## src/rtl/saph_types_pkg.sv

```systemverilog
// Shared pixel-pipeline types for the saph rasteriser back end: pixel, channel
// and format descriptors, framebuffer write record, and the standard formats.
package saph_types;

    typedef struct packed {
        logic [4:0] pos;
        logic [2:0] width;
    } chfmt;

    typedef struct packed {
        logic [4:0] size;
        chfmt       a;
        chfmt       r;
        chfmt       g;
        chfmt       b;
    } pixfmt;

    typedef struct packed {
        logic signed [15:0] x;
        logic signed [15:0] y;
        logic [15:0]        z;
        logic [15:0]        u;
        logic [15:0]        v;
        logic [31:0]        col;
    } pixel;

    // Address field is sized for the widest framebuffer the pipeline supports.
    typedef struct packed {
        logic [63:0] addr;
        logic [31:0] data;
        logic [1:0]  nbytes;
    } fbwrite;

    // Alpha sits above bit 15 so the 16-bit mask removes it.
    localparam pixfmt SAPH_PIXFMT_RGB565 = '{
        size: 5'd15,
        a: '{pos: 5'd16, width: 3'd7},
        r: '{pos: 5'd11, width: 3'd4},
        g: '{pos: 5'd5,  width: 3'd5},
        b: '{pos: 5'd0,  width: 3'd4}
    };

    localparam pixfmt SAPH_PIXFMT_ARGB8888 = '{
        size: 5'd31,
        a: '{pos: 5'd24, width: 3'd7},
        r: '{pos: 5'd16, width: 3'd7},
        g: '{pos: 5'd8,  width: 3'd7},
        b: '{pos: 5'd0,  width: 3'd7}
    };

    function automatic logic [31:0] saph_size_mask(input logic [1:0] nbytes);
        case (nbytes)
            2'd0:    return 32'h0000_00FF;
            2'd1:    return 32'h0000_FFFF;
            2'd2:    return 32'h00FF_FFFF;
            default: return 32'hFFFF_FFFF;
        endcase
    endfunction

endpackage

```

## src/rtl/saph_pixel_pack_chan.sv

```systemverilog
// Places one 8-bit colour channel into a 32-bit word: keeps the top width+1
// bits of the channel and shifts them to the channel's bit position.
module saph_chan_pack
    import saph_types::*;
(
    input  chfmt        cf,
    input  logic [7:0]  ch,
    output logic [31:0] field
);

    logic [7:0] val;

    assign val   = ch >> (3'd7 - cf.width);
    assign field = {24'd0, val} << cf.pos;

endmodule

```

## src/rtl/saph_pixel_pack.sv

```systemverilog
// Two-stage pixel packer: format packing and row offset, then final address.
// Optional bounds clipping is enabled by defining SAPH_PIXPACK_CLIP_EN.
module saph_pixel_pack
    import saph_types::*;
#(
    parameter int ADDR_W    = 32,
    parameter int CLIPCNT_W = 16
) (
    input  logic                 clk,
    input  logic                 rst,
    input  logic                 in_valid,
    output logic                 in_ready,
    input  pixel                 in_pix,
    input  pixfmt                fmt,
    input  logic [ADDR_W-1:0]    fb_base,
    input  logic [15:0]          fb_stride,
    input  logic [15:0]          fb_w,
    input  logic [15:0]          fb_h,
    output logic                 out_valid,
    input  logic                 out_ready,
    output logic [ADDR_W-1:0]    out_addr,
    output logic [31:0]          out_data,
    output logic [1:0]           out_nbytes,
    output logic                 busy,
    output logic                 fmt_err,
    output logic [CLIPCNT_W-1:0] clip_count
);

    logic [31:0]       field_a, field_r, field_g, field_b;
    logic              fmt_ok, clip_in, accept, s1_adv;
    logic [1:0]        nbytes_in;
    logic [ADDR_W-1:0] x_ext, y_ext, stride_ext, bpp_p1;

    logic              vld_p1_d, vld_p1_q;
    logic [31:0]       data_p1_d, data_p1_q;
    logic [1:0]        nbytes_p1_d, nbytes_p1_q;
    logic [ADDR_W-1:0] yoff_p1_d, yoff_p1_q;
    logic [ADDR_W-1:0] x_p1_d, x_p1_q;
    logic [ADDR_W-1:0] base_p1_d, base_p1_q;

    logic              vld_p2_d, vld_p2_q;
    fbwrite            wr_p2_d, wr_p2_q;
    logic              fmt_err_d, fmt_err_q;
    logic              unused_pix;

    saph_chan_pack u_chan_a (.cf(fmt.a), .ch(in_pix.col[31:24]), .field(field_a));
    saph_chan_pack u_chan_r (.cf(fmt.r), .ch(in_pix.col[23:16]), .field(field_r));
    saph_chan_pack u_chan_g (.cf(fmt.g), .ch(in_pix.col[15:8]),  .field(field_g));
    saph_chan_pack u_chan_b (.cf(fmt.b), .ch(in_pix.col[7:0]),   .field(field_b));

    assign unused_pix = ^{in_pix.z, in_pix.u, in_pix.v};

    // Only whole-byte sizes (low three bits all ones) are packable.
    assign fmt_ok     = (fmt.size[2:0] == 3'b111);
    assign nbytes_in  = fmt.size[4:3];
    assign x_ext      = ADDR_W'(in_pix.x);
    assign y_ext      = ADDR_W'(in_pix.y);
    assign stride_ext = ADDR_W'(fb_stride);

    assign s1_adv   = !vld_p2_q || out_ready;
    assign in_ready = !rst && (!vld_p1_q || s1_adv);
    assign accept   = in_valid && in_ready;

`ifdef SAPH_PIXPACK_CLIP_EN
    logic [CLIPCNT_W-1:0] clip_count_d, clip_count_q;

    always_comb begin
        clip_in = in_pix.x[15] || in_pix.y[15] ||
                  ({1'b0, in_pix.x[14:0]} >= fb_w) ||
                  ({1'b0, in_pix.y[14:0]} >= fb_h);
        clip_count_d = clip_count_q;
        if (accept && clip_in && (clip_count_q != '1)) begin
            clip_count_d = clip_count_q + 1'b1;
        end
    end

    always_ff @(posedge clk) begin
        if (rst) begin
            clip_count_q <= '0;
        end else begin
            clip_count_q <= clip_count_d;
        end
    end

    assign clip_count = clip_count_q;
`else
    logic unused_fb_size;

    assign unused_fb_size = ^{fb_w, fb_h};
    assign clip_in        = 1'b0;
    assign clip_count     = '0;
`endif

    // Stage 1: packed colour word, row offset and latched configuration.
    always_comb begin
        vld_p1_d    = vld_p1_q;
        data_p1_d   = data_p1_q;
        nbytes_p1_d = nbytes_p1_q;
        yoff_p1_d   = yoff_p1_q;
        x_p1_d      = x_p1_q;
        base_p1_d   = base_p1_q;
        fmt_err_d   = fmt_err_q || (accept && !fmt_ok);
        if (s1_adv) begin
            vld_p1_d = 1'b0;
        end
        if (accept) begin
            vld_p1_d    = fmt_ok && !clip_in;
            data_p1_d   = (field_a | field_r | field_g | field_b) & saph_size_mask(nbytes_in);
            nbytes_p1_d = nbytes_in;
            yoff_p1_d   = y_ext * stride_ext;
            x_p1_d      = x_ext;
            base_p1_d   = fb_base;
        end
    end

    // Stage 2: final byte address and the write request held for the consumer.
    assign bpp_p1 = ADDR_W'(nbytes_p1_q) + ADDR_W'(1);

    always_comb begin
        vld_p2_d = vld_p2_q;
        wr_p2_d  = wr_p2_q;
        if (s1_adv) begin
            vld_p2_d = vld_p1_q;
            if (vld_p1_q) begin
                wr_p2_d.addr   = 64'(base_p1_q + yoff_p1_q + x_p1_q * bpp_p1);
                wr_p2_d.data   = data_p1_q;
                wr_p2_d.nbytes = nbytes_p1_q;
            end
        end
    end

    always_ff @(posedge clk) begin
        if (rst) begin
            vld_p1_q  <= 1'b0;
            vld_p2_q  <= 1'b0;
            wr_p2_q   <= '0;
            fmt_err_q <= 1'b0;
        end else begin
            vld_p1_q  <= vld_p1_d;
            vld_p2_q  <= vld_p2_d;
            wr_p2_q   <= wr_p2_d;
            fmt_err_q <= fmt_err_d;
        end
    end

    always_ff @(posedge clk) begin
        data_p1_q   <= data_p1_d;
        nbytes_p1_q <= nbytes_p1_d;
        yoff_p1_q   <= yoff_p1_d;
        x_p1_q      <= x_p1_d;
        base_p1_q   <= base_p1_d;
    end

    assign out_valid  = vld_p2_q;
    assign out_addr   = ADDR_W'(wr_p2_q.addr);
    assign out_data   = wr_p2_q.data;
    assign out_nbytes = wr_p2_q.nbytes;
    assign busy       = vld_p1_q || vld_p2_q;
    assign fmt_err    = fmt_err_q;

endmodule

```

## config.mk

```make
export PLATFORM = sky130hd
export DESIGN_NAME = saph_pixel_pack
export DESIGN_NICKNAME = d
export VERILOG_FILES = /design/src/rtl/saph_types_pkg.sv /design/src/rtl/saph_pixel_pack_chan.sv /design/src/rtl/saph_pixel_pack.sv
export SDC_FILE = /design/constraint.sdc
export NUM_CORES = 1
export LEC_CHECK = 0
export CORE_UTILIZATION = 50
export DETAILED_ROUTE_END_ITERATION = 8
export HOLD_SLACK_MARGIN = 0.05
export PLACE_DENSITY_LB_ADDON = 0.2
export SLEW_MARGIN = 15
export SYNTH_ARGS = -nofsm -noshare
export SYNTH_HDL_FRONTEND = slang
export SYNTH_HIERARCHICAL = 1
export SYNTH_SLANG_ARGS = --single-unit
```

## constraint.sdc

```tcl
create_clock -name clk -period 11.6 [get_ports clk]
set_input_delay 2.32 -clock clk [delete_from_list [all_inputs] [get_ports clk]]
set_output_delay 2.32 -clock clk [all_outputs]
set_load 0.01 [all_outputs]
```

-- After elaboration in Yosys (flattened, before gate mapping)
Cells that the tools add are included.
- $add $sub $neg: 7
- multiply operators: 2
- div/mod/pow operators: 0
- $lt $le $gt $ge: 0
- equal/unequal tests: 3
- shifts and indexed selects: 8
- muxes and demuxes: 4
- bitwise gates (word level): 4
- reductions and logical operators: 14
- operators with widths (kind ; count):
    $shl 8x5->32 ; 4
    $or 32x32->32 ; 3
    $pmux 32 s3 ; 1
    $add 32x32->32 ; 2
    $and 32x32->32 ; 1
    $mul 16x17->32 ; 1
    $mul 32x3->32 ; 1
    $mux 32 ; 1
    $shr 8x3->8 ; 4
    $sub 3x3->3 const A ; 4
    $logic_not 1->1 ; 4
    $logic_or 1x1->1 ; 4
    $add 2x1->3 const B ; 1
    $eq 3x3->1 const B ; 1
    $logic_and 1x1->1 ; 3
    $eq 2x1->1 const B ; 1
    $eq 2x2->1 const B ; 1
    $logic_not 2->1 ; 1
    $mux 1 ; 2
    $reduce_and 2->1 ; 1
    $reduce_bool 2->1 ; 1
- bits in registers: 183
- latch bits: 0
- memory bits (writable): 0
- memory bits (read-only): 0
- input bits: 233
- output and inout bits: 86
- memories: 0

-- Longest topological paths before layout
Gate-level depths: netlist of run 1.
- depth after elaboration: 7
- depth in mapped cells: 22
- mapped depth without buffers: 20

-- Cells and area by module
Netlist of run 1, hierarchy kept.
- by module, submodules not included (module ; instances ; cells each ; area an instance (µm²)):
    saph_pixel_pack ; 1 ; 1927 ; 18824.3
    saph_chan_pack ; 4 ; 174 ; 1162.4

-- Worst setup path after synthesis of run 1
No wires, ideal clock.
- path type: input to register
- start: input fb_stride[7]
- end: register yoff_p1_q[30], data pin
- arrival: 7.496 ns
- slack: 3.847 ns
- cell stages on the path: 22
- buffers on the path: 2
- cells stage by stage: clkbuf_1 -> nand2_1 -> fa_1 -> inv_1 -> fa_1 -> inv_1 -> fa_1 -> inv_1 -> fa_1 -> fa_1 -> inv_1 -> fa_1 -> inv_1 -> ha_1 -> buf_2 -> a21oi_1 -> o21ai_0 -> nor3_1 -> o21ai_1 -> or4_4 -> a41oi_2 -> xnor2_1
- cells in the longest elaborated chain, start to end: 1
- ends and longest elaborated chain (element ; RTL line ; source):
    start, declared ; saph_pixel_pack.sv:16 ; input logic [15:0] fb_stride,
    $mul 16x17->32 ; saph_pixel_pack.sv:110 ; yoff_p1_d = y_ext * stride_ext;
    end signal, assigned ; saph_pixel_pack.sv:149 ; yoff_p1_q <= yoff_p1_d;
    end, declared ; saph_pixel_pack.sv:37 ; logic [ADDR_W-1:0] yoff_p1_d, yoff_p1_q;
No other way between the ends.
A chain may end at the register's enable or synchronous reset.

-- Final worst setup path of run 1
Ends and elaborated chain as after synthesis.

==> results of run 1 <==
## worst reg2reg max path: stages, from the launching register on
cell and delay (ns):
sky130_fd_sc_hd__edfxtp_1 0.67, sky130_fd_sc_hd__ha_1 0.80, sky130_fd_sc_hd__nand2_1 0.20, sky130_fd_sc_hd__fa_1 0.44, sky130_fd_sc_hd__inv_1 0.59, sky130_fd_sc_hd__fa_1 0.57, sky130_fd_sc_hd__fa_1 0.45, sky130_fd_sc_hd__ha_1 0.43
sky130_fd_sc_hd__a21o_1 0.23, sky130_fd_sc_hd__o21bai_1 0.25, sky130_fd_sc_hd__a221o_1 0.39, sky130_fd_sc_hd__a21oi_1 0.29, sky130_fd_sc_hd__mux2i_1 0.24, sky130_fd_sc_hd__a211oi_1 0.09, sky130_fd_sc_hd__a311o_1 0.30
## placed cells by master (no fill, tap or decap), types with 9 or more instances in the layout
master	count
sky130_fd_sc_hd__conb_1	16
sky130_fd_sc_hd__inv_1	284
sky130_fd_sc_hd__clkdlybuf4s50_1	221
sky130_fd_sc_hd__mux2i_1	17
sky130_fd_sc_hd__or2_2	9
sky130_fd_sc_hd__o22ai_1	53
sky130_fd_sc_hd__mux4_2	20
sky130_fd_sc_hd__nand2b_1	42
sky130_fd_sc_hd__a22oi_1	12
sky130_fd_sc_hd__nor2_1	124
sky130_fd_sc_hd__nor3_1	48
sky130_fd_sc_hd__or4_1	11
sky130_fd_sc_hd__a311oi_1	12
sky130_fd_sc_hd__mux2_2	12
sky130_fd_sc_hd__nand3_1	60
sky130_fd_sc_hd__xnor2_1	29
sky130_fd_sc_hd__a31oi_1	24
sky130_fd_sc_hd__nand2_1	354
sky130_fd_sc_hd__clkbuf_16	18
sky130_fd_sc_hd__ha_1	153
sky130_fd_sc_hd__a21oi_1	141
sky130_fd_sc_hd__nand4_1	21
sky130_fd_sc_hd__a21o_1	37
sky130_fd_sc_hd__and3_1	15
sky130_fd_sc_hd__o211ai_1	13
sky130_fd_sc_hd__o21bai_1	11
sky130_fd_sc_hd__edfxtp_1	114
sky130_fd_sc_hd__and2_1	131
sky130_fd_sc_hd__o221ai_1	17
sky130_fd_sc_hd__o21ai_0	64
sky130_fd_sc_hd__fa_1	270
sky130_fd_sc_hd__a211oi_1	25
sky130_fd_sc_hd__dfxtp_1	69
sky130_fd_sc_hd__nor4_1	30
sky130_fd_sc_hd__xor2_1	22
sky130_fd_sc_hd__nor2b_1	40
sky130_fd_sc_hd__clkinv_1	9
## metal layers
layer	part of all wire, %	global-route usage (%)	vias up
li1	-	-	9207
met1	46	42.07	9659
met2	44	41.38	806
met3	8.5	4.565	78
met4	1.7	6.505	2
met5	0.014	0	-
## layout make-up
type / count / area [µm²]
Antenna cell: 3 / 7.507
Clock buffer: 18 / 450.4
Clock inverter: 14 / 170.2
Fill cell: 4202 / 20020
Inverter: 293 / 1100
Multi-Input combinational cell: 1997 / 16890
Sequential cell: 183 / 4805
Tap cell: 607 / 759.5
Timing Repair Buffer: 227 / 2255
## registers in the layout, summed over array words and instances (netlist names)
signal,count
nbytes_p1_q,2
fmt_err,1
out_nbytes,2
x_p1_q,16
yoff_p1_q,32
vld_p1_q,1
out_valid,1
data_p1_q,32
out_data,32
base_p1_q,32
out_addr,32
## report_power, final
part	switching, mW	internal, mW
registers	0.0613	0.949
clock network	0.285	0.304
logic	3.21	2.22
## path summary, 6_finish.rpt
| check | cells after the start | endpoint | startpoint | slack, ns |
|---|---|---|---|---|
| worst max-delay path | 20 | yoff_p1_q[30] | fb_stride[7] | 3.01 |
| worst min-delay path | 2 | out_data[17] | out_data[17] | 0.46 |
| worst max register to register | 14 | out_addr[31] | nbytes_p1_q[0] | 5.55 |
| worst min register to register | 2 | out_data[17] | out_data[17] | 0.46 |
## metrics by stage
stage | setup slack (ns) | utilization [%] | instances | instance area, µm² | hold slack (ns)
6_report | 3.007 | 56.90 | 3342 | 26440 | 0.4560
2_1_floorplan | 3.847 | - | 2638 | 23530 | 0.4713
3_5_place_dp | 2.589 | 55.55 | 3307 | 25810 | 0.4464
5_1_grt | 2.683 | 56.90 | 3342 | 26440 | 0.4754
3_3_place_gp | 2.691 | 55.55 | 3307 | 25810 | 0.4421
4_1_cts | 3.066 | 56.89 | 3339 | 26430 | 0.4573
## cell families after synthesis
family,share of synthesized area (%)
compound gates,16.02
xor+xnor,1.903
fa+ha+maj,31.18
buf+inv,7.878
flops,20.47
mux,3.267
other cells,0.01598
simple gates,19.27
==> results, run 1 <==
- The run finished with clean final reports.
- Compared with the post-synthesis result, the final layout area differs by 12.62%.
- The via count of the first global-routing pass is 18912.
- The smallest clock period supported by the final layout is computed as 8.593 ns.
- Of the cells placed in the final design, the portion with a size suffix greater than 1 is 4.209%.
- Summed over all cells, the static leakage comes to 10.92 nW.
- After detailed routing, the number of remaining DRC violations is 0.
- By area the synthesized netlist is led by sky130_fd_sc_hd__fa_1, sky130_fd_sc_hd__edfxtp_1, sky130_fd_sc_hd__ha_1.
- STA classifies the critical path startpoint as a primary input.
- The total overflow left after global routing is 0.
- The post-synthesis area per instance is 8.949 µm².
- Counting instances in the post-synthesis netlist gives the leading cell types as sky130_fd_sc_hd__nand2_1, sky130_fd_sc_hd__inv_1, sky130_fd_sc_hd__fa_1.
- The CTS tree is yes.
- The slowest stage of the critical path is the sky130_fd_sc_hd__clkdlybuf4s50_1 cell.
- The accumulated negative setup slack is 0 ns.
- STA puts the critical path data required time at 11.80 ns.
- The flip-flop and latch count after synthesis is 183.
- Dividing the detail-routed via count by the number of cells gives 5.910.
- The number of hold-slack violations in the final timing report is 0.
- The maximum buffer depth of the clock tree is 2.
- Of the available clock period, the critical path in the final layout requires 74.08%.
- The total power of the final layout is 7.038 mW.
- The width of the die is 218.7 µm.
- Row generation in the floorplan step produced 79 rows.
- The congestion estimate from routability-driven global placement came to 0.9821.
- Setup violations remaining at the end of the flow were counted as 0.
- The die covers 0.04782 mm².
- The remaining antenna violation count is 0.
- Synthesis instantiated 88 different standard cells from the library.
- The wire length of the first global-routing pass is 103800 µm.
- Broken down by cell family, the worst path's largest delay share belongs to adder cells.
- For the final database, setup skew stands at 0.01232 ns.
- The setup fix buffers added after clock tree synthesis is 0.
- The chip height is 218.7 µm.
- Counting both buffers and inverters, the worst setup path holds a total of 5.
- The number of sinks on the clock net is 183.
- After detailed routing, the average wire length per cell comes to 19.89 µm.
- The path category of the worst min-delay check is register to register.
- Entering global routing, the biggest net connects 60 pins.
- For this block, the initial DRC count from the detailed router was 2121.
- Summing the sequential cell areas from Yosys gives 20.47% of the chip area.
- Among the stages of the critical path, the cell type that occurs most often is sky130_fd_sc_hd__fa_1.
- Walking the worst path, the cells encountered are clkdlybuf4s50_1 > and2_1 > fa_1 > inv_1 > fa_1 > fa_1 > fa_1 > inv_1 > fa_1 > inv_1 > fa_1 > inv_1 > ha_1 > a21oi_1 > nor3_1 > nor3_1 > o21ai_1 > or4_4 > a41oi_2 > xnor2_1.
- The synthesized netlist occupies a cell area of 0.02347 mm².
- The count of mapped cells out of synthesis is 2623.
- The count of vias placed by the detailed router is 19752.
- The total CTS buffers is 17.
- The number of optimization iterations in the first detailed-route pass is 6.
- After clock tree synthesis, the clock-pin slew on the worst setup and hold paths is 0.07 ns.
- Setup repair after global routing left no endpoint under its margin.
- Yosys mapped a number of flops with a built-in enable equal to 114.
- The total area inside the core boundary comes to 0.04646 mm².
- In this run the power density over the cells is 266.2 mW/mm².
- The initial antenna violation count is 5.
- The top fanout value on the critical path is 16.
- The peak supply drop is 0.3053 mV.
- The final number of max-transition violations is 0.
- The number of buffers added on ports is 222.
- The initial utilization of the core area, before any placement, comes to 50.53%.
- STA puts the critical path data arrival time at 8.80 ns.
- Yosys printed 6 warnings.
- The worst setup path is captured at a register.
- In this run the clock root is driven by a sky130_fd_sc_hd__clkbuf_16.
- The number of gates given a new drive strength after cts is 0.
- The fraction of synthesis flops using an asynchronous set or reset pin is 0%.
- The overall fraction of global-route tracks in use is 27.84%.
- The highest clock frequency the design can meet is 116.4 MHz.
- Summed over all layers, the routed wires come to 66480 µm.
- The fraction of synthesized cell area taken by the top area cell type is 23.03%.
- The tightest slew margin relative to the limit is 38.29%.
- Pin placement for this block handled 319 I/O pins.
- The type of the worst setup path is primary input to register.
- The maximum single-stage delay on the critical path is 0.85 ns.
- The H-tree was split into 4 levels.
- The count of maximum capacitance violations is 0.
- The dominant synthesized flop cell is sky130_fd_sc_hd__edfxtp_1.
- At the pin with the least slew margin, the transition time is 0.9227 ns.
- The clock latency on the worst-skew pair is 0.46 ns.
- Of all cell types, the one taking the most synthesized area is sky130_fd_sc_hd__fa_1.
- The number of hold-repair buffers added at the cts stage is 0.
- sky130_fd_sc_hd__nand2_1 is the most common cell in the netlist.
- The count of nets after finishing is 3375.
- The total half-perimeter wirelength after legalization and detailed placement is 51940 µm.
(Power assumes the default switching activity.)
==> inputs of run 2 (changes only) <==
==> constraint.sdc (replaced) <==
create_clock -name clk -period 8.5 [get_ports clk]
set_input_delay 1.7 -clock clk [delete_from_list [all_inputs] [get_ports clk]]
set_output_delay 1.7 -clock clk [all_outputs]
set_load 0.01 [all_outputs]
==> results, run 2 (synthesis results as in run 1) <==
- The last element of the critical path is yoff_p1_q[30] (unchanged).
- The area overhead of the layout relative to synthesis came to 13.50% (was 12.62%).
- The chip height came to 218.7 µm (unchanged).
- The maximum single-stage delay on the critical path is 0.93 ns (was 0.85 ns).
- The number of top-level pins is 319 (unchanged).
- The total setup violations reported at the end of the flow was 0 (unchanged).
- The cell count of the worst hold path is 2 (unchanged).
- The depth of the most critical reg-to-reg path is 14 (unchanged).
- Top library cells by usage in the layout, fill and taps aside: sky130_fd_sc_hd__nand2_1, sky130_fd_sc_hd__inv_1, sky130_fd_sc_hd__fa_1 (unchanged).
- The number of hold-slack violations in the final timing report is 0 (unchanged).
- The peak supply drop is 0.3726 mV (was 0.3053 mV).
- The number of gates given a new drive strength after cts was 0 (unchanged).
- The clock-pin slew on the worst setup and hold paths is 0.07 ns (about the same).
- The maximum buffer depth of the clock tree came to 2 (unchanged).
- The number of optimization iterations in the first detailed-route pass was 6 (unchanged).
- The per-cell via count in the routed design is 5.858 (was 5.910).
- The area of the die is 0.04782 mm² (unchanged).
- The kind of end point of the critical path is a register (unchanged).
- The count of nets after finishing is 3409 (was 3375).
- The final number of max-transition violations is 0 (unchanged).
- The final hold slack came to 0.4539 ns (was 0.4560 ns).
- The setup fix buffers added after clock tree synthesis is 0 (unchanged).
- The layout cell share with drive strength beyond 1 came to 5.351% (was 4.209%).
- The number of buffers added on ports was 222 (unchanged).
- The first-iteration detailed-routing DRC count is 2194 (was 2121).
- The actual transition at the worst max-transition pin came to 0.9543 ns (was 0.9227 ns).
- The total half-perimeter wirelength after legalization and detailed placement was 53320 µm (was 51940 µm).
- CP Cell Sequence: clkdlybuf4s50_1 > nand2_1 > fa_1 > fa_1 > fa_1 > fa_1 > inv_1 > fa_1 > inv_1 > fa_1 > inv_1 > ha_1 > a21oi_1 > nor3_1 > nor3_1 > o21ai_1 > or4_4 > a41oi_2 > xnor2_1 (was clkdlybuf4s50_1 > and2_1 > fa_1 > inv_1 > fa_1 > fa_1 > fa_1 > inv_1 > fa_1 > inv_1 > fa_1 > inv_1 > ha_1 > a21oi_1 > nor3_1 > nor3_1 > o21ai_1 > or4_4 > a41oi_2 > xnor2_1).
- The H-tree depth is 4 (unchanged).
- The initial core utilization is 50.53% (unchanged).
- The reg-to-reg endpoint is out_addr[31] (unchanged).
- The count of vias placed by the detailed router is 19759 (was 19752).
- Status: complete, no violations (unchanged).
- The placer's final routability congestion estimate was 0.9818 (was 0.9821).
- The startpoint of the most critical setup path is fb_stride[9] (was fb_stride[7]).
- The remaining antenna violation count is 0 (unchanged).
- The total CTS buffers is 17 (unchanged).
- The data required time at the worst endpoint is 8.70 ns (was 11.80 ns).
- Static timing analysis puts the maximum clock frequency at 127.8 MHz.
- The utilization after layout is 57.35% (was 56.90%).
- The clock tree root driver cell was sky130_fd_sc_hd__clkbuf_16 (unchanged).
- The most prevalent standard cell on the critical path is sky130_fd_sc_hd__fa_1 (unchanged).
- The number of hold-repair buffers added at the cts stage came to 0 (unchanged).
- The number of diodes added for antenna fixing is 0 (was 3).
- The path category of the worst min-delay check was register to register (unchanged).
- The type of origin of the critical path is a primary input (unchanged).
- The post-route DRC violation count was 0 (unchanged).
- The area of the core is 0.04646 mm² (unchanged).
- The cell with the largest stage delay on the worst path is sky130_fd_sc_hd__clkdlybuf4s50_1 (unchanged).
- The buffering stage count on the worst path with inverters included is 4 (was 5).
- The accumulated negative setup slack is 0 ns (unchanged).
- The final clock period utilization by the worst path is 92.09%.
- The routed wire length is 65590 µm (was 66480 µm).
- The setup skew after layout is 0.008650 ns (was 0.01232 ns).
- The CTS tree was yes (unchanged).
- The top fanout value on the critical path came to 13 (was 16).
- The leakage power is 11.07 nW (was 10.92 nW).
- The type of the worst setup path is primary input to register (unchanged).
- The startpoint of the most critical register-to-register path is nbytes_p1_q[0] (unchanged).
- The pin count of the biggest net entering global routing is 77 (was 60).
- The count of maximum capacitance violations came to 0 (unchanged).
- The post-layout minimum cycle time is 7.827 ns.
- The tightest slew margin relative to the limit is 36.38% (was 38.29%).
- The width of the die is 218.7 µm (unchanged).
- The data arrival time of the critical path is 8.03 ns (was 8.80 ns).
- The most frequent standard cell in the layout excluding fill and tap cells is sky130_fd_sc_hd__nand2_1 (unchanged).
- The initial antenna violation count is 0 (was 5).
- The wire length of the first global-routing pass is 102700 µm (was 103800 µm).
- The total power of the final layout was 9.514 mW (was 7.038 mW).
- The internal reg-to-reg setup slack is 2.51 ns (was 5.55 ns).
- The clock latency on the worst-skew pair came to 0.46 ns (about the same).
- The kind of cell with the highest combined delay on the critical path is adder cells (unchanged).
- The number of sinks on the clock net is 183 (unchanged).
- Setup repair after global routing missed its margin: false (unchanged).
- The routed length per placed instance is 19.45 µm (was 19.89 µm).
- The total grt overflow is 0 (unchanged).
- The overall fraction of global-route tracks in use came to 27.35% (was 27.84%).
- The path length in cells of the critical path is 19 (was 20).
- The via count of the first global-routing pass is 18753 (was 18912).
- The number of rows created at floorplan was 79 (unchanged).
- The power density over the cells is 357.1 mW/mm² (was 266.2 mW/mm²).
==> run 2: cell count changes in the layout (fill, tap and decap cells not counted), sizes merged <==
cell    previous run  this run
diode              3         0
inv              291       293
buf                6        40
clkinv            16        14
==> run 2: worst min-delay path by stage <==
stage                  from      endpoint  slack, ns
2_1_floorplan  data_p1_q[0]   out_data[0]       0.47
3_3_place_gp   out_addr[20]  out_addr[20]       0.44
3_5_place_dp   out_data[22]  out_data[22]       0.45
4_1_cts        out_data[22]  out_data[22]       0.46
5_1_grt        out_data[24]  out_data[24]       0.47
6_report       out_data[22]  out_data[22]       0.45
==> run 2: worst min-delay path, cell delays in order (launching register included) <==
cell	delay (ns)
sky130_fd_sc_hd__dfxtp_1	0.31
sky130_fd_sc_hd__nand2_1	0.05
sky130_fd_sc_hd__a21oi_1	0.05
==> run 2: metal layers <==
metal	GRT usage (%)	wire length, µm	up-vias
li1	-	-	9266
met1	42.63	31530	9658
met2	40.88	28600	768
met3	2.923	4626	67
met4	5.116	834	0
met5	0	0	-
==> run 2: final cells by class <==
cell class	instances	area, µm²
fill	4219	19810
multi-input combinational	1997	16890
sequential	183	4805
timing repair buffer	261	2510
inverter	293	1100
tap	607	759.5
clock buffer	18	429.2
clock inverter	14	151.4
==> run 2: power by group <==
| group | switching [mW] | internal [mW] | leakage, nW |
|---|---|---|---|
| clock | 0.385 | 0.393 | 0.286 |
| sequential | 0.0832 | 1.30 | 1.60 |
| combinational | 4.33 | 3.03 | 9.18 |
| total | 4.79 | 4.72 | 11.1 |
==> run 2: stage by stage <==
stage	area, µm²	setup slack (ns)	instances
floorplan	23530	1.367	2638
global placement	26060	0.3658	3341
detailed placement	26060	0.3239	3341
CTS	26640	0.8040	3373
global route	26640	0.4993	3373
finish	26640	0.6726	3373
